`src/rtl/asm18_pkg.sv`:
```
// Shared widths, ALU opcodes and the issue payload for the asm18 pipeline.
package asm18_pkg;

    localparam int unsigned WORD_SIZE     = 18;
    localparam int unsigned REG_ADDR_BITS = 3;
    localparam int unsigned OP_BITS       = 4;
    localparam int unsigned NREGS         = 2 ** REG_ADDR_BITS;

    localparam logic [OP_BITS-1:0] ALU_OP_REG0 = OP_BITS'(0);
    localparam logic [OP_BITS-1:0] ALU_OP_REG1 = OP_BITS'(1);
    localparam logic [OP_BITS-1:0] ALU_OP_ADD  = OP_BITS'(2);

    // Operands handed to the ALU, plus the destination carried to writeback.
    typedef struct packed {
        logic [OP_BITS-1:0]       op;
        logic [WORD_SIZE-1:0]     r0;
        logic [WORD_SIZE-1:0]     r1;
        logic [REG_ADDR_BITS-1:0] rd;
    } issue_t;

    // One-hot mask for a register index.
    function automatic logic [NREGS-1:0] reg_mask(input logic [REG_ADDR_BITS-1:0] idx);
        return NREGS'(1) << idx;
    endfunction

endpackage

```
`src/rtl/operand_fetch_if.sv`:
```
// Issue-stage bus: decoded instruction in, ALU operands out, writeback port.
// master = surrounding pipeline (decode, ALU, writeback); slave = operand_fetch.
interface operand_fetch_if;
    import asm18_pkg::*;

    logic                     in_valid;
    logic                     in_ready;
    logic [OP_BITS-1:0]       in_op;
    logic [REG_ADDR_BITS-1:0] in_ra;
    logic [REG_ADDR_BITS-1:0] in_rb;
    logic [REG_ADDR_BITS-1:0] in_rd;
    logic                     in_use_imm;
    logic [WORD_SIZE-1:0]     in_imm;

    logic                     out_valid;
    logic                     out_ready;
    logic [OP_BITS-1:0]       out_op;
    logic [WORD_SIZE-1:0]     out_r0;
    logic [WORD_SIZE-1:0]     out_r1;
    logic [REG_ADDR_BITS-1:0] out_rd;

    logic                     wb_en;
    logic [REG_ADDR_BITS-1:0] wb_addr;
    logic [WORD_SIZE-1:0]     wb_data;

    modport master (
        output in_valid, in_op, in_ra, in_rb, in_rd, in_use_imm, in_imm,
        input  in_ready,
        input  out_valid, out_op, out_r0, out_r1, out_rd,
        output out_ready,
        output wb_en, wb_addr, wb_data
    );

    modport slave (
        input  in_valid, in_op, in_ra, in_rb, in_rd, in_use_imm, in_imm,
        output in_ready,
        output out_valid, out_op, out_r0, out_r1, out_rd,
        input  out_ready,
        input  wb_en, wb_addr, wb_data
    );

endinterface

```
`src/rtl/reg_file.sv`:
```
// Register file: NREGS x WORD_SIZE, two async read ports, one sync write port,
// synchronous active-low clear. Register 0 always reads 0 and ignores writes.
//  clk, rst_n        clock, synchronous active-low clear
//  ra_addr/ra_data   read port A
//  rb_addr/rb_data   read port B
//  we/wa/wd          write port
module reg_file
    import asm18_pkg::*;
(
    input  logic                     clk,
    input  logic                     rst_n,
    input  logic [REG_ADDR_BITS-1:0] ra_addr,
    output logic [WORD_SIZE-1:0]     ra_data,
    input  logic [REG_ADDR_BITS-1:0] rb_addr,
    output logic [WORD_SIZE-1:0]     rb_data,
    input  logic                     we,
    input  logic [REG_ADDR_BITS-1:0] wa,
    input  logic [WORD_SIZE-1:0]     wd
);

    logic [WORD_SIZE-1:0] mem [NREGS];

    always_ff @(posedge clk) begin
        if (!rst_n) begin
            for (int unsigned i = 0; i < NREGS; i++) begin
                mem[i] <= '0;
            end
        end else if (we && (wa != '0)) begin
            mem[wa] <= wd;
        end
    end

    assign ra_data = (ra_addr == '0) ? '0 : mem[ra_addr];
    assign rb_data = (rb_addr == '0) ? '0 : mem[rb_addr];

endmodule

```
`src/rtl/operand_fetch.sv`:
```
// Operand fetch / issue stage ahead of the ALU. Reads sources with writeback
// bypass, blocks on pending writes via a scoreboard, and registers op/r0/r1/rd.
//  clk, rst_n  clock, synchronous active-low reset
//  bus         operand_fetch_if.slave: in_* instruction, out_* ALU operands,
//              wb_* register-file write port
module operand_fetch
    import asm18_pkg::*;
(
    input  logic           clk,
    input  logic           rst_n,
    operand_fetch_if.slave bus
);

    logic [WORD_SIZE-1:0] rf_a;
    logic [WORD_SIZE-1:0] rf_b;
    logic [NREGS-1:0]     pend;
    logic [NREGS-1:0]     pend_n;
    issue_t               out_q;
    issue_t               issue_d;
    logic                 out_valid_q;
    logic                 byp_a;
    logic                 byp_b;
    logic                 byp_d;
    logic                 hazard;
    logic                 issue;

    reg_file u_rf (
        .clk     (clk),
        .rst_n   (rst_n),
        .ra_addr (bus.in_ra),
        .ra_data (rf_a),
        .rb_addr (bus.in_rb),
        .rb_data (rf_b),
        .we      (bus.wb_en),
        .wa      (bus.wb_addr),
        .wd      (bus.wb_data)
    );

    // Writeback landing this cycle on a source or destination index.
    assign byp_a = bus.wb_en && (bus.wb_addr == bus.in_ra);
    assign byp_b = bus.wb_en && (bus.wb_addr == bus.in_rb);
    assign byp_d = bus.wb_en && (bus.wb_addr == bus.in_rd);

    // Operand select and hazard detection; index 0 never hazards or bypasses.
    always_comb begin
        issue_d    = '0;
        issue_d.op = bus.in_op;
        issue_d.rd = bus.in_rd;
        hazard     = 1'b0;

        if (bus.in_ra != '0) begin
            issue_d.r0 = byp_a ? bus.wb_data : rf_a;
            if (pend[bus.in_ra] && !byp_a) hazard = 1'b1;
        end

        if (bus.in_use_imm) begin
            issue_d.r1 = bus.in_imm;
        end else if (bus.in_rb != '0) begin
            issue_d.r1 = byp_b ? bus.wb_data : rf_b;
            if (pend[bus.in_rb] && !byp_b) hazard = 1'b1;
        end

        if ((bus.in_rd != '0) && pend[bus.in_rd] && !byp_d) hazard = 1'b1;
    end

    assign bus.in_ready = (!out_valid_q || bus.out_ready) && !hazard;
    assign issue        = bus.in_valid && bus.in_ready;

    // Scoreboard update: a set on issue overrides a same-cycle writeback clear.
    always_comb begin
        pend_n = pend;
        if (bus.wb_en) pend_n = pend_n & ~reg_mask(bus.wb_addr);
        if (issue && (bus.in_rd != '0)) pend_n = pend_n | reg_mask(bus.in_rd);
    end

    // Output register and scoreboard state.
    always_ff @(posedge clk) begin
        if (!rst_n) begin
            out_q       <= '0;
            out_valid_q <= 1'b0;
            pend        <= '0;
        end else begin
            pend <= pend_n;
            if (issue) begin
                out_q       <= issue_d;
                out_valid_q <= 1'b1;
            end else if (bus.out_ready) begin
                out_valid_q <= 1'b0;
            end
        end
    end

    assign bus.out_valid = out_valid_q;
    assign bus.out_op    = out_q.op;
    assign bus.out_r0    = out_q.r0;
    assign bus.out_r1    = out_q.r1;
    assign bus.out_rd    = out_q.rd;

endmodule

```
`src/flat_wrapper.sv`:
```
// flat-port wrapper written by rule: the top's interface ports become plain ports
module operand_fetch_flat import asm18_pkg::*;
  (clk, rst_n, bus_in_valid, bus_in_op, bus_in_ra, bus_in_rb, bus_in_rd, bus_in_use_imm, bus_in_imm, bus_in_ready, bus_out_valid, bus_out_op, bus_out_r0, bus_out_r1, bus_out_rd, bus_out_ready, bus_wb_en, bus_wb_addr, bus_wb_data);
  operand_fetch_if bus_i ();
  input  logic clk;
  input  logic rst_n;
  input wire logic [$bits(bus_i.in_valid)-1:0] bus_in_valid;
  input wire logic [$bits(bus_i.in_op)-1:0] bus_in_op;
  input wire logic [$bits(bus_i.in_ra)-1:0] bus_in_ra;
  input wire logic [$bits(bus_i.in_rb)-1:0] bus_in_rb;
  input wire logic [$bits(bus_i.in_rd)-1:0] bus_in_rd;
  input wire logic [$bits(bus_i.in_use_imm)-1:0] bus_in_use_imm;
  input wire logic [$bits(bus_i.in_imm)-1:0] bus_in_imm;
  output wire logic [$bits(bus_i.in_ready)-1:0] bus_in_ready;
  output wire logic [$bits(bus_i.out_valid)-1:0] bus_out_valid;
  output wire logic [$bits(bus_i.out_op)-1:0] bus_out_op;
  output wire logic [$bits(bus_i.out_r0)-1:0] bus_out_r0;
  output wire logic [$bits(bus_i.out_r1)-1:0] bus_out_r1;
  output wire logic [$bits(bus_i.out_rd)-1:0] bus_out_rd;
  input wire logic [$bits(bus_i.out_ready)-1:0] bus_out_ready;
  input wire logic [$bits(bus_i.wb_en)-1:0] bus_wb_en;
  input wire logic [$bits(bus_i.wb_addr)-1:0] bus_wb_addr;
  input wire logic [$bits(bus_i.wb_data)-1:0] bus_wb_data;
  assign bus_i.in_valid = bus_in_valid;
  assign bus_i.in_op = bus_in_op;
  assign bus_i.in_ra = bus_in_ra;
  assign bus_i.in_rb = bus_in_rb;
  assign bus_i.in_rd = bus_in_rd;
  assign bus_i.in_use_imm = bus_in_use_imm;
  assign bus_i.in_imm = bus_in_imm;
  assign bus_in_ready = bus_i.in_ready;
  assign bus_out_valid = bus_i.out_valid;
  assign bus_out_op = bus_i.out_op;
  assign bus_out_r0 = bus_i.out_r0;
  assign bus_out_r1 = bus_i.out_r1;
  assign bus_out_rd = bus_i.out_rd;
  assign bus_i.out_ready = bus_out_ready;
  assign bus_i.wb_en = bus_wb_en;
  assign bus_i.wb_addr = bus_wb_addr;
  assign bus_i.wb_data = bus_wb_data;
  operand_fetch u_core (.clk(clk), .rst_n(rst_n), .bus(bus_i));
endmodule
```
`config.mk`:
```
export PLATFORM = sky130hd
export DESIGN_NAME = operand_fetch_flat
export DESIGN_NICKNAME = d
export VERILOG_FILES = /design/src/rtl/asm18_pkg.sv /design/src/rtl/operand_fetch_if.sv /design/src/rtl/reg_file.sv /design/src/rtl/operand_fetch.sv /design/src/flat_wrapper.sv
export SDC_FILE = /design/constraint.sdc
export NUM_CORES = 1
export LEC_CHECK = 0
export ABC_CLOCK_PERIOD_IN_PS = 6000
export CORE_MARGIN = 2
export CORE_UTILIZATION = 40
export DETAILED_ROUTE_END_ITERATION = 7
export SKIP_LAST_GASP = 1
export SYNTH_ARGS = -nofsm -noshare
export SYNTH_HDL_FRONTEND = slang
export SYNTH_SLANG_ARGS = --single-unit
```
`constraint.sdc`:
```
create_clock -name clk -period 6 [get_ports clk]
set_input_delay 1.8 -clock clk [delete_from_list [all_inputs] [get_ports clk]]
set_output_delay 1.8 -clock clk [all_outputs]
set_load 0.01 [all_outputs]
```
# Yosys cells after proc, flatten, opt, wreduce, memory -nomap -nowiden
# Memories as Yosys holds them, arrays and structs flattened.
# Cells that the tools add are included.
# totals
register_bits	52
ramBits	144
out_inout_bits	45
word_cells	73
n_memories	1
# mem_list
memory	depth	width	read_ports	rd_clocked_by_memory_dff	wr	line	source
u_core.u_rf.mem	8	18	2	0	8	reg_file.sv:21	logic [WORD_SIZE-1:0] mem [NREGS];
# classes
magnitude_cmp	3
eq_ne	3
shifts	2
mux	30
n_bitwise	3
reduce_logical	25
# ops
op	count
18-bit 2-to-1 mux	8
18-bit OR reduction	1
1-bit 2-to-1 mux	16
8-bit 2-to-1 mux	2
1-bit by 3-bit << shifter with 8-bit output (first input constant)	2
3-bit by 4-bit < comparator with 1-bit output (second input constant)	3
3-bit nonzero test	4
1-bit logical AND	11
1-bit binary-select mux with 3-bit select	3
3-bit equality test	3
8-bit bitwise AND	1
8-bit NOT	1
8-bit bitwise OR	1
3-bit zero test	2
1-bit zero test	5
3-bit 2-to-1 mux	1
2-bit nonzero test	1
1-bit logical OR	1

# Longest topological paths before layout
# Gate-level depths: netlist of run 1.
# logic_depth
depth_word	15
depth_mapped	9
depth_no_buf	5

# By module
# Synthesis of run 1 repeated with hierarchy kept, for this count alone.
# unflattened
cells_unflattened	877
hier_area_um2	10069.7
# modules_own_cells
mod	n_inst	cells_each	area_per_inst_um2	seq_area_each_um2
reg_file	1	521	6971.7	3783.6
operand_fetch	1	356	3098.0	1021.0

# Least setup slack after synthesis of run 1
# OpenSTA, ideal clock, no wires.
# synth_timing
path_type	input port to output port
start	input bus_in_ra[1]
end	output bus_in_ready
arrival_ns	3.029
required_time_ns	4.200
slack_ns	1.171
path_stages	5
n_path_buf	1
path_cell_list	buf_6 -> mux4_2 -> and2_0 -> a32oi_1 -> nor3b_1
# synth_via
elab_chain_cells	12
word_cells_on_any_way	15
cone_classes	eq/ne (1); mux (8); reduce/logical (6)
# synth_rtl
element	line	source
start: declaration	flat_wrapper.sv:9	input wire logic [$bits(bus_i.in_ra)-1:0] bus_in_ra;
branches (longest 5 deep; another with 1-bit binary-select mux with 3-bit select)	--	
1-bit 2-to-1 mux (*)	operand_fetch.sv:51	if (bus.in_ra != '0) begin
1-bit 2-to-1 mux	operand_fetch.sv:60	if (pend[bus.in_rb] && !byp_b) hazard = 1'b1;
1-bit 2-to-1 mux	operand_fetch.sv:58	end else if (bus.in_rb != '0) begin
1-bit 2-to-1 mux (*)	operand_fetch.sv:56	if (bus.in_use_imm) begin
1-bit 2-to-1 mux (*)	operand_fetch.sv:63	if ((bus.in_rd != '0) && pend[bus.in_rd] && !byp_d) hazard = 1'b1;
1-bit zero test (*)	operand_fetch.sv:66	assign bus.in_ready = (!out_valid_q || bus.out_ready) && !hazard;
1-bit logical AND (*)	operand_fetch.sv:66	
end: declaration	flat_wrapper.sv:14	output wire logic [$bits(bus_i.in_ready)-1:0] bus_in_ready;
# Mark *: on every way between the ends. The select of a mux whose other input is x is not followed.

# Worst setup path in the final report of run 1
# layout_timing
start	input bus_wb_addr[1]
end	output bus_in_ready
# layout_via
elab_chain_cells	12
word_cells_on_any_way	20
cone_classes	eq/ne (3); mux (6); reduce/logical (11)
# layout_rtl
element	line	source
start: declaration	flat_wrapper.sv:22	input wire logic [$bits(bus_i.wb_addr)-1:0] bus_wb_addr;
3-bit equality test	operand_fetch.sv:40	assign byp_a = bus.wb_en && (bus.wb_addr == bus.in_ra);
1-bit logical AND	operand_fetch.sv:40	
1-bit zero test	operand_fetch.sv:53	if (pend[bus.in_ra] && !byp_a) hazard = 1'b1;
1-bit logical AND	operand_fetch.sv:53	
1-bit 2-to-1 mux	operand_fetch.sv:53	
1-bit 2-to-1 mux	operand_fetch.sv:51	
1-bit 2-to-1 mux	operand_fetch.sv:60	
1-bit 2-to-1 mux	operand_fetch.sv:58	
1-bit 2-to-1 mux	operand_fetch.sv:56	
1-bit 2-to-1 mux (*)	operand_fetch.sv:63	
1-bit zero test (*)	operand_fetch.sv:66	
1-bit logical AND (*)	operand_fetch.sv:66	
# Every way passes the cells marked *; elsewhere a longest branch is shown, timed or not.

==> flow_summary.toml, run 1 <==
[finish]
antenna-diode-count = 0
final_common_cell = "sky130_fd_sc_hd__edfxtp_1"
syn2layout_area_growth_pct = 19.4
layout_common_cells = "sky130_fd_sc_hd__edfxtp_1, sky130_fd_sc_hd__nor3_1, sky130_fd_sc_hd__clkdlybuf4s50_1"
fillerInstances = 2230
drive_gt1_share_pct = 17.6
utilization_pct = 48.7
finish.net_count = 964

[clock_tree]
cts_buffers = 17
clock_tree.htree_level_count = 4
clock-sinks = 196
clockRootBuffer = "sky130_fd_sc_hd__clkbuf_16"
cts_tree = "done"
worstSkewPairLatency_ns = 0.43
holdBufCountCts = 0
cts.path.max_buffers = 2
clk_pin_slew_ns = 0.07
cts.repair_timing.setup_buffer_count = 0
ctsResizeCount = 0

[detailed_routing]
route.detailed.vias_per_inst = 5.84
drt-initial-drc-count = 756
drc = 0
drt-pass1-iter-count = 5
num_vias = 7293
antenna_violating_nets_post_route = 0
wl_per_cell_um = 22.5
finalWirelength_um = 28100

[logic_synthesis]
synthesis.instances = 817
yosys_warnings = 0
yosys.cell_types.count = 46
synth-async-reset-ratio_pct = 0
yosysSeqAreaShare_pct = 52.1
synth_edf_count = 144
syn_avg_cell_area_um2 = 12.6
yosys_most_used_dff = "sky130_fd_sc_hd__edfxtp_1"
yosys_register_bits = 196
synthesis.area_mm2 = 0.0103

[timing]
setup_viol_count_final = 0
worst_clock_skew_ns = 0.00809
setup-tns-final_ns = 0
rsz_0062_raised_after_global_routing = "no"
final.period_utilization_pct = 96.5
slew_headroom_pct = 19.5
timing.final.hold_violations = 0
maxSlewViolCount = 0
final.min_clock_period_ns = 5.79
max_freq_mhz = 173
tightest_slew_ns = 1.21

[status]
status = "complete, no violations"

[grt]
grt_util_overall_pct = 21.3
grt_max_degree = 64
vias_in_the_first_global_route = 7257
global_route.overflow_total = 0
grt_pass1_wl_um = 43300
antenna_found_initial = 0

[setup_path]
reg2reg_depth = 7
worst_r2r_startpoint = "u_core.pend[7]"
critPathSlowestCell = "sky130_fd_sc_hd__clkdlybuf4s50_1"
critical_path.top_delay_family = "buffers and inverters"
timing.critical_path.buf_inv = 2
timing.critical_path.cells = "clkdlybuf4s50_1 -> xnor2_1 -> nand4b_1 -> a32oi_1 -> nor3b_1 -> clkdlybuf4s50_1"
r2r_end = "u_core.pend[2]"
worst_setup_path_end_kind = "primary output"
timing_worst_setup_path_type = "input pin to primary output"
critical-path-top-cell-by-count = "sky130_fd_sc_hd__clkdlybuf4s50_1"
crit_path_start_kind = "input pin"
setup.reg_to_reg.worst_slack_ns = 3.84
crit_path_max_fanout = 5
cp_slowest_stage_delay_ns = 0.59
timing.critical_path.arrival_ns = 3.99
worst-endpoint-required_ns = 4.20

[die]
std_cell_rows = 58
die-area_mm2 = 0.0270
initial_utilization_pct = 40.8
pin_count = 103
die_w_um = 164
fp.dieH_um = 164
placeableCoreArea_mm2 = 0.0253

[power]
p_leak_nw = 4.31
power_density_mw_per_mm2 = 267
vdd.ir_drop.worst_mv = 0.212

[min_path]
timing.hold.worst.start = "u_core.pend[0]"
worstHoldPathType = "flip-flop to flip-flop"
hold-path-cell-count = 1
holdPathEnd = "u_core.pend[0]"

[placement]
port_buffers = 102
gp_routability_congestion = 0.849
hpwlAfterDp_um = 19000

[run]
max_cap_viols = 0
synthesized netlist by cell type (2+ instances only):
cell type | number | area (um^2)
sky130_fd_sc_hd__or2_2 | 2 | 12.5
sky130_fd_sc_hd__nand3_1 | 3 | 15.0
sky130_fd_sc_hd__dfxtp_1 | 52 | 1040
sky130_fd_sc_hd__nor3_1 | 128 | 641
sky130_fd_sc_hd__buf_1 | 10 | 37.5
sky130_fd_sc_hd__xnor2_1 | 8 | 70.1
sky130_fd_sc_hd__mux4_2 | 75 | 1690
sky130_fd_sc_hd__nor2_1 | 2 | 7.51
sky130_fd_sc_hd__clkbuf_1 | 46 | 173
sky130_fd_sc_hd__a21oi_1 | 2 | 10.0
sky130_fd_sc_hd__edfxtp_1 | 144 | 4320
sky130_fd_sc_hd__buf_2 | 22 | 110
sky130_fd_sc_hd__o211ai_1 | 20 | 150
sky130_fd_sc_hd__buf_6 | 2 | 22.5
sky130_fd_sc_hd__o21ai_0 | 24 | 120
sky130_fd_sc_hd__o41ai_1 | 20 | 175
sky130_fd_sc_hd__nand4_1 | 2 | 12.5
sky130_fd_sc_hd__o32ai_1 | 4 | 35.0
sky130_fd_sc_hd__nand3b_1 | 2 | 15.0
sky130_fd_sc_hd__nand2_1 | 90 | 338
sky130_fd_sc_hd__inv_1 | 26 | 97.6
sky130_fd_sc_hd__nand2b_1 | 4 | 25.0
sky130_fd_sc_hd__mux2i_1 | 82 | 821
sky130_fd_sc_hd__nor4_1 | 18 | 113
sky130_fd_sc_hd__buf_4 | 7 | 52.6
sky130_fd_sc_hd__a41o_1 | 2 | 20.0
how the worst max path moves through the flow:
stage	cells past startpoint	from	endpoint	slack [ns]
after global routing	6	bus_wb_addr[1]	bus_in_ready	0.08
after floorplan	5	bus_in_ra[1]	bus_in_ready	1.17
after global placement	6	bus_wb_addr[1]	bus_in_ready	0.25
final	6	bus_wb_addr[1]	bus_in_ready	0.21
after detailed placement	6	bus_wb_addr[1]	bus_in_ready	0.24
after CTS	6	bus_wb_addr[1]	bus_in_ready	0.23
kinds of logic (layout without fill, tap and decap cells):
family,after synthesis,after routing,share of synthesized area [%]
xor gates and xnor gates,8,8,0.680
buffers and inverters,113,198,4.79
other,1,18,0.0364
and+or+nand+nor,260,260,12.1
AOI/OAI and AO/OA,81,81,5.78
muxes,158,158,24.5
DFF,196,196,52.1
flip-flops by register name, summed over array words and instances, names as in the netlist:
| register | flops |
|---|---|
| u_core.bus.out_rd | 3 |
| u_core.u_rf.mem | 144 |
| u_core.bus.out_r1 | 18 |
| u_core.pend | 8 |
| u_core.bus.out_op | 4 |
| u_core.bus.out_r0 | 18 |
| u_core.bus.out_valid | 1 |
metrics by stage:
stage                     instance area, um^2  worst slack [ns]  instances  power, mW  hold WS [ns]
final                                   12300             0.209       1249       3.28         0.454
after global routing                    12300            0.0815       1249       3.41         0.465
after CTS                               12300             0.230       1249       3.30         0.459
after detailed placement                11700             0.239       1217       2.19         0.448
after global placement                  11700             0.253       1217       2.18         0.445
after floorplan                         10400              1.17        834       1.96         0.425
metal layers:
metal | wire length (um) | track usage [%]
met3 | 1700 | 3.42
met1 | 13200 | 31.6
met5 | 0 | 0
met4 | 331 | 5.53
met2 | 12800 | 32.7
worst reg2reg max path, stage by stage, from the launching register on:
cell,delay [ns]
sky130_fd_sc_hd__dfxtp_1,0.36
sky130_fd_sc_hd__mux4_2,0.46
sky130_fd_sc_hd__and2_0,0.16
sky130_fd_sc_hd__a32oi_1,0.23
sky130_fd_sc_hd__buf_4,0.17
sky130_fd_sc_hd__nand4bb_4,0.12
sky130_fd_sc_hd__buf_12,0.24
sky130_fd_sc_hd__o41ai_1,0.32
power by group:
part	switching (mW)	internal [mW]	leakage (nW)	total [mW]
clock network	0.505	0.616	0.269	1.12
registers	0.0487	1.55	1.82	1.60
logic	0.299	0.262	2.22	0.561
cell type report:
type                            count  area (um^2)  share of cell area (%)
Sequential cell                   196         5370                    43.6
Tap cell                          330          413                    3.36
Multi-Input combinational cell    525         4560                    37.1
Clock inverter                     12          129                    1.05
Inverter                           26         97.6                   0.794
Clock buffer                       20          437                    3.55
Timing Repair Buffer              140         1290                    10.5
No activity file was read; power rests on OpenSTA's default activity.
==> run 2: changes to the inputs <==
ABC_CLOCK_PERIOD_IN_PS = unset   (was 6000)
==> results of run 2 <==
Same layout as run 1: the final DEF is identical, and so are final timing and power.
==> run 3: changes to the inputs <==
SKIP_CTS_REPAIR_TIMING = 1   (was unset)
==> results of run 3 <==
Same layout as run 1: the final DEF is identical, and so are final timing and power.
